File: src/rtl/turf_uart_rx_pkg.sv
`timescale 1ns/1ps
`default_nettype none
// ============================================================================
//  turf_uart_pkg : shared types and sampling constants for the TURF UART RX
//  Revision 1.0
// ============================================================================
package turf_uart_pkg;

    typedef enum logic [1:0] {
        ST_IDLE  = 2'd0,
        ST_START = 2'd1,
        ST_DATA  = 2'd2,
        ST_STOP  = 2'd3
    } rx_state_t;

    // Three samples around the middle of each 16-tick bit period
    localparam logic [3:0] SAMPLE_A = 4'd6;
    localparam logic [3:0] SAMPLE_B = 4'd7;
    localparam logic [3:0] SAMPLE_C = 4'd8;
    localparam logic [3:0] CNT_LAST = 4'd15;

    function automatic logic majority3(input logic [2:0] s);
        return (s[0] & s[1]) | (s[0] & s[2]) | (s[1] & s[2]);
    endfunction

endpackage
`default_nettype wire

File: src/rtl/turf_uart_rx_if.sv
`timescale 1ns/1ps
`default_nettype none
// ============================================================================
//  turf_uart_rx_if : AXI-Stream style byte output of the UART receiver
//  Revision 1.0
// ============================================================================
interface turf_uart_rx_if;
    logic [7:0] tdata;
    logic [1:0] tuser;
    logic       tvalid;
    logic       tready;

    modport master (output tdata, output tuser, output tvalid, input tready);
    modport slave  (input tdata, input tuser, input tvalid, output tready);
endinterface
`default_nettype wire

File: src/rtl/turf_uart_rx_frac_tick_gen.sv
`timescale 1ns/1ps
`default_nettype none
// ============================================================================
//  frac_tick_gen : fractional accumulator producing a one-clk tick per carry
//  Revision 1.0
// ============================================================================
module frac_tick_gen #(
    parameter int ACC_BITS = 10,
    parameter int BAUD_ADD = 82
) (
    input  logic clk,
    input  logic rst,
    output logic tick
);
    localparam logic [ACC_BITS:0] c_add = (ACC_BITS+1)'(BAUD_ADD);

    logic [ACC_BITS:0] r_acc;

    // Carry bit is cleared every cycle, so it can be high for one clk only
    always_ff @(posedge clk) begin
        if (rst) begin
            r_acc <= '0;
        end else begin
            r_acc <= {1'b0, r_acc[ACC_BITS-1:0]} + c_add;
        end
    end

    assign tick = r_acc[ACC_BITS];
endmodule
`default_nettype wire

File: src/rtl/turf_uart_rx.sv
`timescale 1ns/1ps
`default_nettype none
// ============================================================================
//  turf_uart_rx : 8N1 UART receiver, 16x oversampled, 2-of-3 majority vote
//  Revision 1.0
// ============================================================================
module turf_uart_rx
    import turf_uart_pkg::*;
#(
    parameter int ACC_BITS = 10,
    parameter int BAUD_ADD = 82
) (
    input  logic                  clk,
    input  logic                  rst,
    input  logic                  rx,
    turf_uart_rx_if.master        m_axis,
    output logic                  overrun
);
    logic       r_rx_meta;
    logic       r_rx_s;
    logic       w_tick;
    rx_state_t  r_state;
    logic [3:0] r_cnt;
    logic [2:0] r_idx;
    logic [7:0] r_shift;
    logic [1:0] r_smp;
    logic [7:0] r_tdata;
    logic [1:0] r_tuser;
    logic       r_tvalid;
    logic       r_overrun;
    logic       w_maj;
    logic       w_done;
    logic       w_ferr;
    logic       w_accept;

    always_ff @(posedge clk) begin
        if (rst) begin
            r_rx_meta <= 1'b1;
            r_rx_s    <= 1'b1;
        end else begin
            r_rx_meta <= rx;
            r_rx_s    <= r_rx_meta;
        end
    end

    frac_tick_gen #(
        .ACC_BITS (ACC_BITS),
        .BAUD_ADD (BAUD_ADD)
    ) u_tick (
        .clk  (clk),
        .rst  (rst),
        .tick (w_tick)
    );

    assign w_maj    = majority3({r_smp, r_rx_s});
    assign w_done   = w_tick && (r_state == ST_STOP) && (r_cnt == SAMPLE_C);
    assign w_ferr   = ~w_maj;
    assign w_accept = !r_tvalid || m_axis.tready;

    always_ff @(posedge clk) begin
        if (rst) begin
            r_state   <= ST_IDLE;
            r_cnt     <= '0;
            r_idx     <= '0;
            r_shift   <= '0;
            r_smp     <= '0;
            r_tdata   <= '0;
            r_tuser   <= '0;
            r_tvalid  <= 1'b0;
            r_overrun <= 1'b0;
        end else begin
            r_overrun <= 1'b0;
            if (w_tick) begin
                if (r_state == ST_IDLE) begin
                    if (!r_rx_s) begin
                        r_state <= ST_START;
                        r_cnt   <= '0;
                    end
                end else begin
                    r_cnt <= r_cnt + 4'd1;
                    if (r_cnt == SAMPLE_A) r_smp[1] <= r_rx_s;
                    if (r_cnt == SAMPLE_B) r_smp[0] <= r_rx_s;
                    case (r_state)
                        ST_START: begin
                            if (r_cnt == SAMPLE_C && w_maj) begin
                                r_state <= ST_IDLE;
                            end else if (r_cnt == CNT_LAST) begin
                                r_state <= ST_DATA;
                                r_idx   <= '0;
                            end
                        end
                        ST_DATA: begin
                            if (r_cnt == SAMPLE_C) r_shift[r_idx] <= w_maj;
                            if (r_cnt == CNT_LAST) begin
                                if (r_idx == 3'd7) r_state <= ST_STOP;
                                else               r_idx   <= r_idx + 3'd1;
                            end
                        end
                        // Leave at mid-stop-bit so the next start edge is never missed
                        ST_STOP: begin
                            if (r_cnt == SAMPLE_C) r_state <= ST_IDLE;
                        end
                        default: r_state <= ST_IDLE;
                    endcase
                end
            end

            if (w_done) begin
                if (w_accept) begin
                    r_tdata  <= r_shift;
                    r_tuser  <= {w_ferr && (r_shift == 8'h00), w_ferr};
                    r_tvalid <= 1'b1;
                end else begin
                    r_overrun <= 1'b1;
                end
            end else if (r_tvalid && m_axis.tready) begin
                r_tvalid <= 1'b0;
            end
        end
    end

    assign m_axis.tdata  = r_tdata;
    assign m_axis.tuser  = r_tuser;
    assign m_axis.tvalid = r_tvalid;
    assign overrun       = r_overrun;
endmodule
`default_nettype wire
File: src/flat_wrapper.sv
// flat-port wrapper written by rule: the top's interface ports become plain ports
module turf_uart_rx_flat import turf_uart_pkg::*;
#(
    parameter int ACC_BITS = 10,
    parameter int BAUD_ADD = 82
)
  (clk, rst, rx, overrun, m_axis_tdata, m_axis_tuser, m_axis_tvalid, m_axis_tready);
  turf_uart_rx_if m_axis_i ();
  input  logic clk;
  input  logic rst;
  input  logic rx;
  output logic overrun;
  output wire logic [$bits(m_axis_i.tdata)-1:0] m_axis_tdata;
  output wire logic [$bits(m_axis_i.tuser)-1:0] m_axis_tuser;
  output wire logic [$bits(m_axis_i.tvalid)-1:0] m_axis_tvalid;
  input wire logic [$bits(m_axis_i.tready)-1:0] m_axis_tready;
  assign m_axis_tdata = m_axis_i.tdata;
  assign m_axis_tuser = m_axis_i.tuser;
  assign m_axis_tvalid = m_axis_i.tvalid;
  assign m_axis_i.tready = m_axis_tready;
  turf_uart_rx #(.ACC_BITS(ACC_BITS), .BAUD_ADD(BAUD_ADD)) u_core (.clk(clk), .rst(rst), .rx(rx), .m_axis(m_axis_i), .overrun(overrun));
endmodule
File: config.mk
export PLATFORM = sky130hd
export DESIGN_NAME = turf_uart_rx_flat
export DESIGN_NICKNAME = d
export VERILOG_FILES = /design/src/rtl/turf_uart_rx_pkg.sv /design/src/rtl/turf_uart_rx_if.sv /design/src/rtl/turf_uart_rx_frac_tick_gen.sv /design/src/rtl/turf_uart_rx.sv /design/src/flat_wrapper.sv
export SDC_FILE = /design/constraint.sdc
export NUM_CORES = 1
export LEC_CHECK = 0
export CAP_MARGIN = 20
export CORE_MARGIN = 3
export CORE_UTILIZATION = 50
export DETAILED_ROUTE_END_ITERATION = 8
export PLACE_DENSITY = 0.75
export SETUP_SLACK_MARGIN = 0.15
export SLEW_MARGIN = 25
export SYNTH_ARGS = -nofsm -noshare
export SYNTH_HDL_FRONTEND = slang
export SYNTH_SLANG_ARGS = --single-unit
File: constraint.sdc
create_clock -name clk -period 4.5 [get_ports clk]
set_clock_uncertainty 0.2 [all_clocks]
set_input_delay 0.9 -clock clk [delete_from_list [all_inputs] [get_ports clk]]
set_output_delay 0.9 -clock clk [all_outputs]
set_load 0.05 [all_outputs]
Yosys cells after proc, flatten, opt, wreduce, memory -nomap -nowiden
Index checks and enable logic that the tools add are counted.

Input port bits: 4. Register bits: 44. Logic and storage cells: 87. Output and inout bits: 12.

Muxes and demuxes: 22. Reduce and logical (&&, ||, !) cells: 21. Eq/ne operators: 18. $lt $le $gt $ge: 2. $add $sub $neg: 3. Bitwise operators: 8.

Operators by type and width (number): 2-to-1 mux 2 bit (7); 2-to-1 mux 3 bit (4); adder 10 x 7 -> 11 bit (second input constant) (1); bitwise mux 8 bit (1); equality test 4 x 3 -> 1 bit (second input constant) (2); equality test 4 bit (second input constant) (2); logical NOT 8 bit (1); 2-to-1 mux 4 bit (2); != test 2 bit (second input constant) (4); AND reduction 7 bit (1); logical AND 1 bit (6); != test 3 x 1 -> 1 bit (second input constant) (2); one-hot mux 2 bit (3 select lines) (1); one-hot mux 3 bit (2 select lines) (1); AND reduction 2 bit (3); AND reduction 3 bit (2); AND reduction 6 bit (1); 2-to-1 mux 1 bit (5); adder 4 x 1 -> 4 bit (second input constant) (1); equality test 2 bit (second input constant) (2); less-than comparator 3 x 4 -> 1 bit (second input constant) (1); != test 2 x 1 -> 1 bit (second input constant) (2); != test 4 x 1 -> 1 bit (second input constant) (1); AND reduction 4 bit (1); other kinds (14) (20).

Logic depth before layout (Yosys ltp)
Gate-level depths: netlist of the first run.

Word-level depth: 7. Depth in mapped cells: 7.

By module
A second synthesis of the first run with hierarchy kept.

Cells, all modules: 214. Area total of the unflattened synthesis: 2057.0 µm².

Modules (own cells, without submodules): turf_uart_rx (cells an instance 171, instances 1, seq. area each 660.6 µm², area each 1652.8 µm²); frac_tick_gen (cells an instance 43, instances 1, seq. area each 200.2 µm², area each 404.1 µm²).

Least setup slack after synthesis of the first run
OpenSTA, ideal clock, no wires.

Path type: input to register. From: input port m_axis_tready. To: register u_core.r_tdata[2], in the netlist u_core.m_axis.tdata[2]. Required time: 4172 ps. Path slack: 2545 ps. Stages: 5. Setup time: 128 ps. Data arrival time: 1628 ps. Path through: nand2b_1 -> and4_4 -> buf_8 -> mux2i_1 -> nor2_1.

Cells in the longest elaborated chain, start to end: 2.

RTL lines: start, declared (line flat_wrapper.sv:16) `input wire logic [$bits(m_axis_i.tready)-1:0] m_axis_tready;`; logical OR 1 bit (line turf_uart_rx.sv:58) `assign w_accept = !r_tvalid || m_axis.tready;`; AND reduction 2 bit (no line); end signal, assigned (line turf_uart_rx.sv:110) `r_tdata <= r_shift;`; end, declared (line turf_uart_rx.sv:27) `logic [7:0] r_tdata;`.

Every way passes these cells. A chain may end at the register's enable or synchronous reset.

Final worst setup path of the first run
From: register u_core.r_tuser[0], in the netlist u_core.m_axis.tuser[0]. To: output port m_axis_tuser[0].

RTL lines: start, declared (line turf_uart_rx.sv:28) `logic [1:0] r_tuser;`; start signal, assigned (line turf_uart_rx.sv:111) `r_tuser <= {w_ferr && (r_shift == 8'h00), w_ferr};`; end, declared (line flat_wrapper.sv:14) `output wire logic [$bits(m_axis_i.tuser)-1:0] m_axis_tuser;`.

No word-level cell between the ends.

==> impl_metrics.json, run 1 <==
{
  "status": "finished clean",
  "critPathMaxStageDelay_ns": 0.81,
  "num_vias": 1458,
  "place_area_sq_um": 2140,
  "cellPowerDensity_nw_per_um2": 304,
  "crit_fanout": 2,
  "power.switching_w": 0.000155,
  "antenna_found_initial": 0,
  "cts_buffer_depth": 2,
  "post-route-min-period_ns": 2.56,
  "first_pass_iters": 4,
  "power_frac_comb_pct": 3.8,
  "wire_per_inst_microns": 12.5,
  "finalSetupTns_ns": 0,
  "clockPowerShare_pct": 38.1,
  "endpoint_kind": "output pin",
  "final_cell_area_sq_um": 2240,
  "diodes": 0,
  "p_sw_share_pct": 22.8,
  "yosysUniqueCellTypes": 46,
  "fmax_mhz": 391,
  "final_cell_mix": "43 x dfxtp_1, 30 x nor2_1, 18 x mux2i_1",
  "cts.sinks": 43,
  "cts_resized": 0,
  "fin_crit_sh_pct": 56.9,
  "yosys_register_bits": 43,
  "grt_pass1_vias": 1380,
  "rr_worst_depth": 6,
  "start_util_pct": 53.2,
  "hold_class": "reg2reg",
  "p_seq_share_pct": 58.1,
  "synth-edff-count": 0,
  "grt_setup_unrepaired": "no",
  "cp-endpoint": "m_axis_tuser[0]",
  "drv_cap": 0,
  "gr-total-overflow": 0,
  "grt_max_degree": 29,
  "ir_drop_v": 0.000270,
  "track_usage_pct": 15.5,
  "dp_hpwl_mm": 2.32,
  "leakagePower_nw": 0.840,
  "worstPathArrival_ns": 1.46,
  "die_area_sq_um": 4780,
  "crit_path_top_delay_cell": "clkdlybuf4s50_1",
  "setup_violations": 0,
  "power_w": 0.000681,
  "worst_pin_slew_ns": 0.509,
  "port_buffers": 15,
  "num_rows": 22,
  "nNetsFinal": 235,
  "drt_iter0_drc": 72,
  "report.final.slew_viol_count": 0,
  "synthArstFlopShare_pct": 0,
  "cts_setup_buffers": 0,
  "final_util_pct": 59.8,
  "crit_start": "u_core.m_axis.tuser[0]",
  "max-slew-margin-rel_pct": 66.0,
  "final_common_cell": "dfxtp_1",
  "core_sq_um": 3740,
  "die_h_microns": 69.1,
  "avgSynthCellArea_sq_um": 9.44,
  "cts_tree": "built",
  "yosysWarnings": 0,
  "cp_num_buf_inv": 1,
  "hold_buffers": 0,
  "globalplace.congestion": 0.767,
  "clkLatencyLatePin_ns": 0.30,
  "cp_num_cells": 1,
  "drt-total-wl_mm": 3.38,
  "worstSetupStartpointType": "flip-flop",
  "grt_pass1_wl_mm": 6.15,
  "synth_ff_type": "dfxtp_1",
  "area_growth_pct": 12.3,
  "pin_count": 16,
  "r2r_end": "u_core.m_axis.tdata[3]",
  "critPathKind": "reg2out",
  "numCtsBuffers": 5,
  "hold_viol": 0,
  "synth_nets": 225,
  "h-tree-depth": 2,
  "final_layout_size_suffix_gt1_share_pct": 9.01,
  "clk_pin_slew_worst_paths_ns": 0.09,
  "final_antenna_net_count": 0,
  "r2r-start": "u_core.r_cnt[0]",
  "synth_cells": 211,
  "die_w_microns": 69.1,
  "crit_family": "buffers and inverters",
  "drc": 0,
  "crit_chain": "clkdlybuf4s50_1",
  "syn_area_sq_um": 1990,
  "cp.required_ns": 3.40,
  "cts-root-buf": "clkbuf_8",
  "viasPerCell": 5.40,
  "internal_power_w": 0.000526,
  "synth_seq_area_share_pct": 43.2,
  "reg2reg_slack_ns": 2.42
}
synth_stat cells (2+ instances only):
cell type,instances,share of area (%)
o21ai_0,2,0.50
and3b_1,2,0.88
dfxtp_1,43,43
nand3_1,6,1.5
clkbuf_1,8,1.5
nand4_1,7,2.2
inv_1,6,1.1
nand3b_1,3,1.1
or3_1,2,0.63
and2_1,2,0.63
or2_2,2,0.63
nor2_1,30,5.7
xnor2_1,2,0.88
nand2b_1,3,0.94
a21oi_1,12,3.0
nor3_1,3,0.75
mux2i_1,18,9.0
and3_1,2,0.63
nor2b_1,7,2.2
nand2_1,8,1.5
buf_2,2,0.50
nand4b_1,5,2.2
a22oi_1,3,1.1
nor4_1,2,0.63
ha_1,10,6.3
worst min-delay path by stage:
stage,depth (start not counted),startpoint,end
finish,1,u_core.r_rx_meta,u_core.r_rx_s
global route,1,u_core.r_rx_meta,u_core.r_rx_s
CTS,1,u_core.r_rx_meta,u_core.r_rx_s
detailed placement,1,u_core.r_rx_meta,u_core.r_rx_s
global placement,1,u_core.r_rx_meta,u_core.r_rx_s
floorplan,1,u_core.r_rx_meta,u_core.r_rx_s
cell families after synthesis:
| logic type | Yosys count | synth area share [%] |
|---|---|---|
| xor gates and xnor gates | 3 | 1.32 |
| DFF | 43 | 43.2 |
| and+or+nand+nor | 88 | 24.1 |
| buffers and inverters | 19 | 4.71 |
| muxes | 18 | 9.05 |
| adders and majority gates | 11 | 6.85 |
| AOI/OAI and AO/OA | 29 | 10.8 |
cell type report:
cell class | instances | area [sq um]
fill | 354 | 1510
multi-input combinational | 149 | 1040
tap | 48 | 60.1
timing repair buffer | 16 | 158
inverter | 6 | 22.5
sequential | 43 | 861
clock inverter | 2 | 16.3
clock buffer | 6 | 82.6
state kept, by name, summed over array words and instances, names as in the netlist:
signal and count:
u_core.m_axis.tdata 8, u_core.m_axis.tuser 2, u_core.m_axis.tvalid 1, u_core.overrun 1
u_core.r_cnt 4, u_core.r_idx 3, u_core.r_rx_meta 1, u_core.r_rx_s 1
u_core.r_shift 8, u_core.r_smp 2, u_core.r_state 2, u_core.u_tick.r_acc 10
per-stage QoR:
stage / worst slack (ns) / std cells / hold slack, ns
after floorplan: 2.54 / 211 / 0.189
after global placement: 1.76 / 262 / 0.195
after detailed placement: 1.73 / 262 / 0.200
after CTS: 1.92 / 270 / 0.221
after global routing: 1.89 / 270 / 0.238
final: 1.94 / 270 / 0.225
layer usage:
layer | track usage [%] | up-vias | share of wire [%]
li1 | - | 764 | -
met1 | 21.1 | 665 | 51
met2 | 23.1 | 22 | 44
met3 | 3.06 | 7 | 3.1
met4 | 7.81 | 0 | 2.1
met5 | 0 | - | 0
power by group through the flow:
stage                     logic [W]  clock network [W]  registers [W]
after floorplan           0.0000201                  0       0.000403
after global placement    0.0000255                  0       0.000404
after detailed placement  0.0000262                  0       0.000404
after CTS                 0.0000264           0.000268       0.000395
after global routing      0.0000295           0.000282       0.000397
final                     0.0000259           0.000259       0.000395
(Power assumes the default switching activity.)
==> inputs of run 2 (changes only) <==
clock period = 2.4 ns   (was 4.5 ns; I/O delays follow)
==> run 2 against run 1 <==
Effect of this change:
- critical path depth unchanged
- routed wire length up 4.0%
- hold slack worse by 0.020 ns
- non-clock buffer count up 2
- highest routed layer unchanged
==> impl_metrics.json, run 2 (synthesis gave the netlist of run 1 again) <==
{
  "worstPathArrival_ns": 1.45,
  "drv_cap": 0,
  "hold_ws_ns": 0.205,
  "max-slew-margin-rel_pct": 66.9,
  "critPathKind": "reg2out",
  "endpoint_kind": "output pin",
  "worst_slack_ns": 0.269,
  "crit_chain": "clkdlybuf4s50_1",
  "cp.required_ns": 1.72,
  "dp_hpwl_mm": 2.47,
  "diodes": 0,
  "num_vias": 1455,
  "crit_fanout": 2,
  "antenna_found_initial": 0,
  "cts.sinks": 43,
  "grt_pass1_wl_mm": 5.95,
  "cts_resized": 0,
  "post-route-min-period_ns": 2.13,
  "cts_setup_buffers": 0,
  "first_pass_iters": 4,
  "critPathMaxStageDelay_ns": 0.81,
  "core_sq_um": 3740,
  "drt-total-wl_mm": 3.52,
  "largest_reg_flops": 10,
  "ir_drop_v": 0.000434,
  "cellPowerDensity_nw_per_um2": 559,
  "clkLatencyLatePin_ns": 0.30,
  "pin_count": 16,
  "hold_class": "reg2reg",
  "nNetsFinal": 237,
  "report.final.slew_viol_count": 0,
  "worstHoldStart": "u_core.r_rx_meta",
  "die_area_sq_um": 4780,
  "final_cell_mix": "43 x dfxtp_1, 30 x nor2_1, 18 x mux2i_1",
  "cts_buffer_depth": 2,
  "gr-total-overflow": 0,
  "hold_path_depth": 1,
  "worstSetupStartpointType": "flip-flop",
  "area_growth_pct": 12.5,
  "cts-root-buf": "clkbuf_8",
  "numCtsBuffers": 5,
  "port_buffers": 15,
  "cp_num_buf_inv": 1,
  "holdPathEnd": "u_core.r_rx_s",
  "fin_crit_sh_pct": 88.8,
  "die_h_microns": 69.1,
  "final_util_pct": 59.9,
  "largest_register": "u_core.u_tick.r_acc",
  "num_rows": 22,
  "crit_family": "buffers and inverters",
  "pre_cts_ws_ns": 0.357,
  "worst_pin_slew_ns": 0.495,
  "clk_pin_slew_worst_paths_ns": 0.08,
  "viasPerCell": 5.37,
  "reg2reg_slack_ns": 0.32,
  "drc": 0,
  "grt_setup_unrepaired": "no",
  "r2r_end": "u_core.m_axis.tdata[6]",
  "grt_max_degree": 21,
  "r2r-start": "u_core.r_cnt[0]",
  "final_layout_size_suffix_gt1_share_pct": 9.42,
  "cts_tree": "built",
  "track_usage_pct": 15.1,
  "rr_worst_depth": 6,
  "drt_iter0_drc": 82,
  "hold_buffers": 0,
  "h-tree-depth": 2,
  "start_util_pct": 53.2,
  "globalplace.congestion": 0.828,
  "final_common_cell": "dfxtp_1",
  "leakagePower_nw": 0.849,
  "setup_violations": 0,
  "crit_path_top_delay_cell": "clkdlybuf4s50_1",
  "wire_per_inst_microns": 13.0,
  "fmax_mhz": 469,
  "finalSetupTns_ns": 0,
  "die_w_microns": 69.1,
  "grt_pass1_vias": 1335,
  "final_antenna_net_count": 0,
  "status": "finished clean",
  "hold_viol": 0
}
[run 2: cell count changes in the layout (fill, tap and decap cells not counted), sizes merged]
cell      previous run  this run
clkinvlp             1         0
buf                  1         3
[run 2: worst max-delay path by stage]
stage                            from                      to  slack (ns)  depth (start not counted)
2_1_floorplan       u_core.r_state[0]       u_core.r_shift[7]        0.63                          7
5_1_grt               u_core.r_cnt[0]  u_core.m_axis.tdata[6]        0.18                          6
4_1_cts        u_core.m_axis.tuser[0]         m_axis_tuser[0]        0.26                          1
6_report       u_core.m_axis.tuser[0]         m_axis_tuser[0]        0.27                          1
3_5_place_dp            m_axis_tready  u_core.m_axis.tdata[6]        0.36                          5
3_3_place_gp            m_axis_tready  u_core.m_axis.tdata[5]        0.39                          5
[run 2: power by group]
part	total [W]	internal [W]	switching [W]
clock	0.000459	0.000226	0.000233
sequential	0.000741	0.000729	0.0000124
combinational	0.0000514	0.0000246	0.0000268
total	0.00125	0.000979	0.000273
[run 2: cell type report]
class                      count  area, sq um
fill                         339         1500
multi-input combinational    149         1040
sequential                    43          861
timing repair buffer          18          173
clock buffer                   6         82.6
tap                           48         60.1
inverter                       6         22.5
clock inverter                 1         5.00
[run 2: layer usage]
layer / part of all wire (%) / track usage, %
met5: 0 / 0
met4: 1.8 / 6.94
met3: 3.9 / 4.37
met2: 43 / 22.0
met1: 51 / 20.5
[run 2: through the flow]
| stage | total power, W | cells | instance area, sq um |
|---|---|---|---|
| 2_1_floorplan | 0.000793 | 211 | 1990 |
| 3_3_place_gp | 0.000808 | 264 | 2150 |
| 3_5_place_dp | 0.000810 | 264 | 2150 |
| 4_1_cts | 0.00126 | 271 | 2240 |
| 5_1_grt | 0.00130 | 271 | 2240 |
| 6_report | 0.00125 | 271 | 2240 |
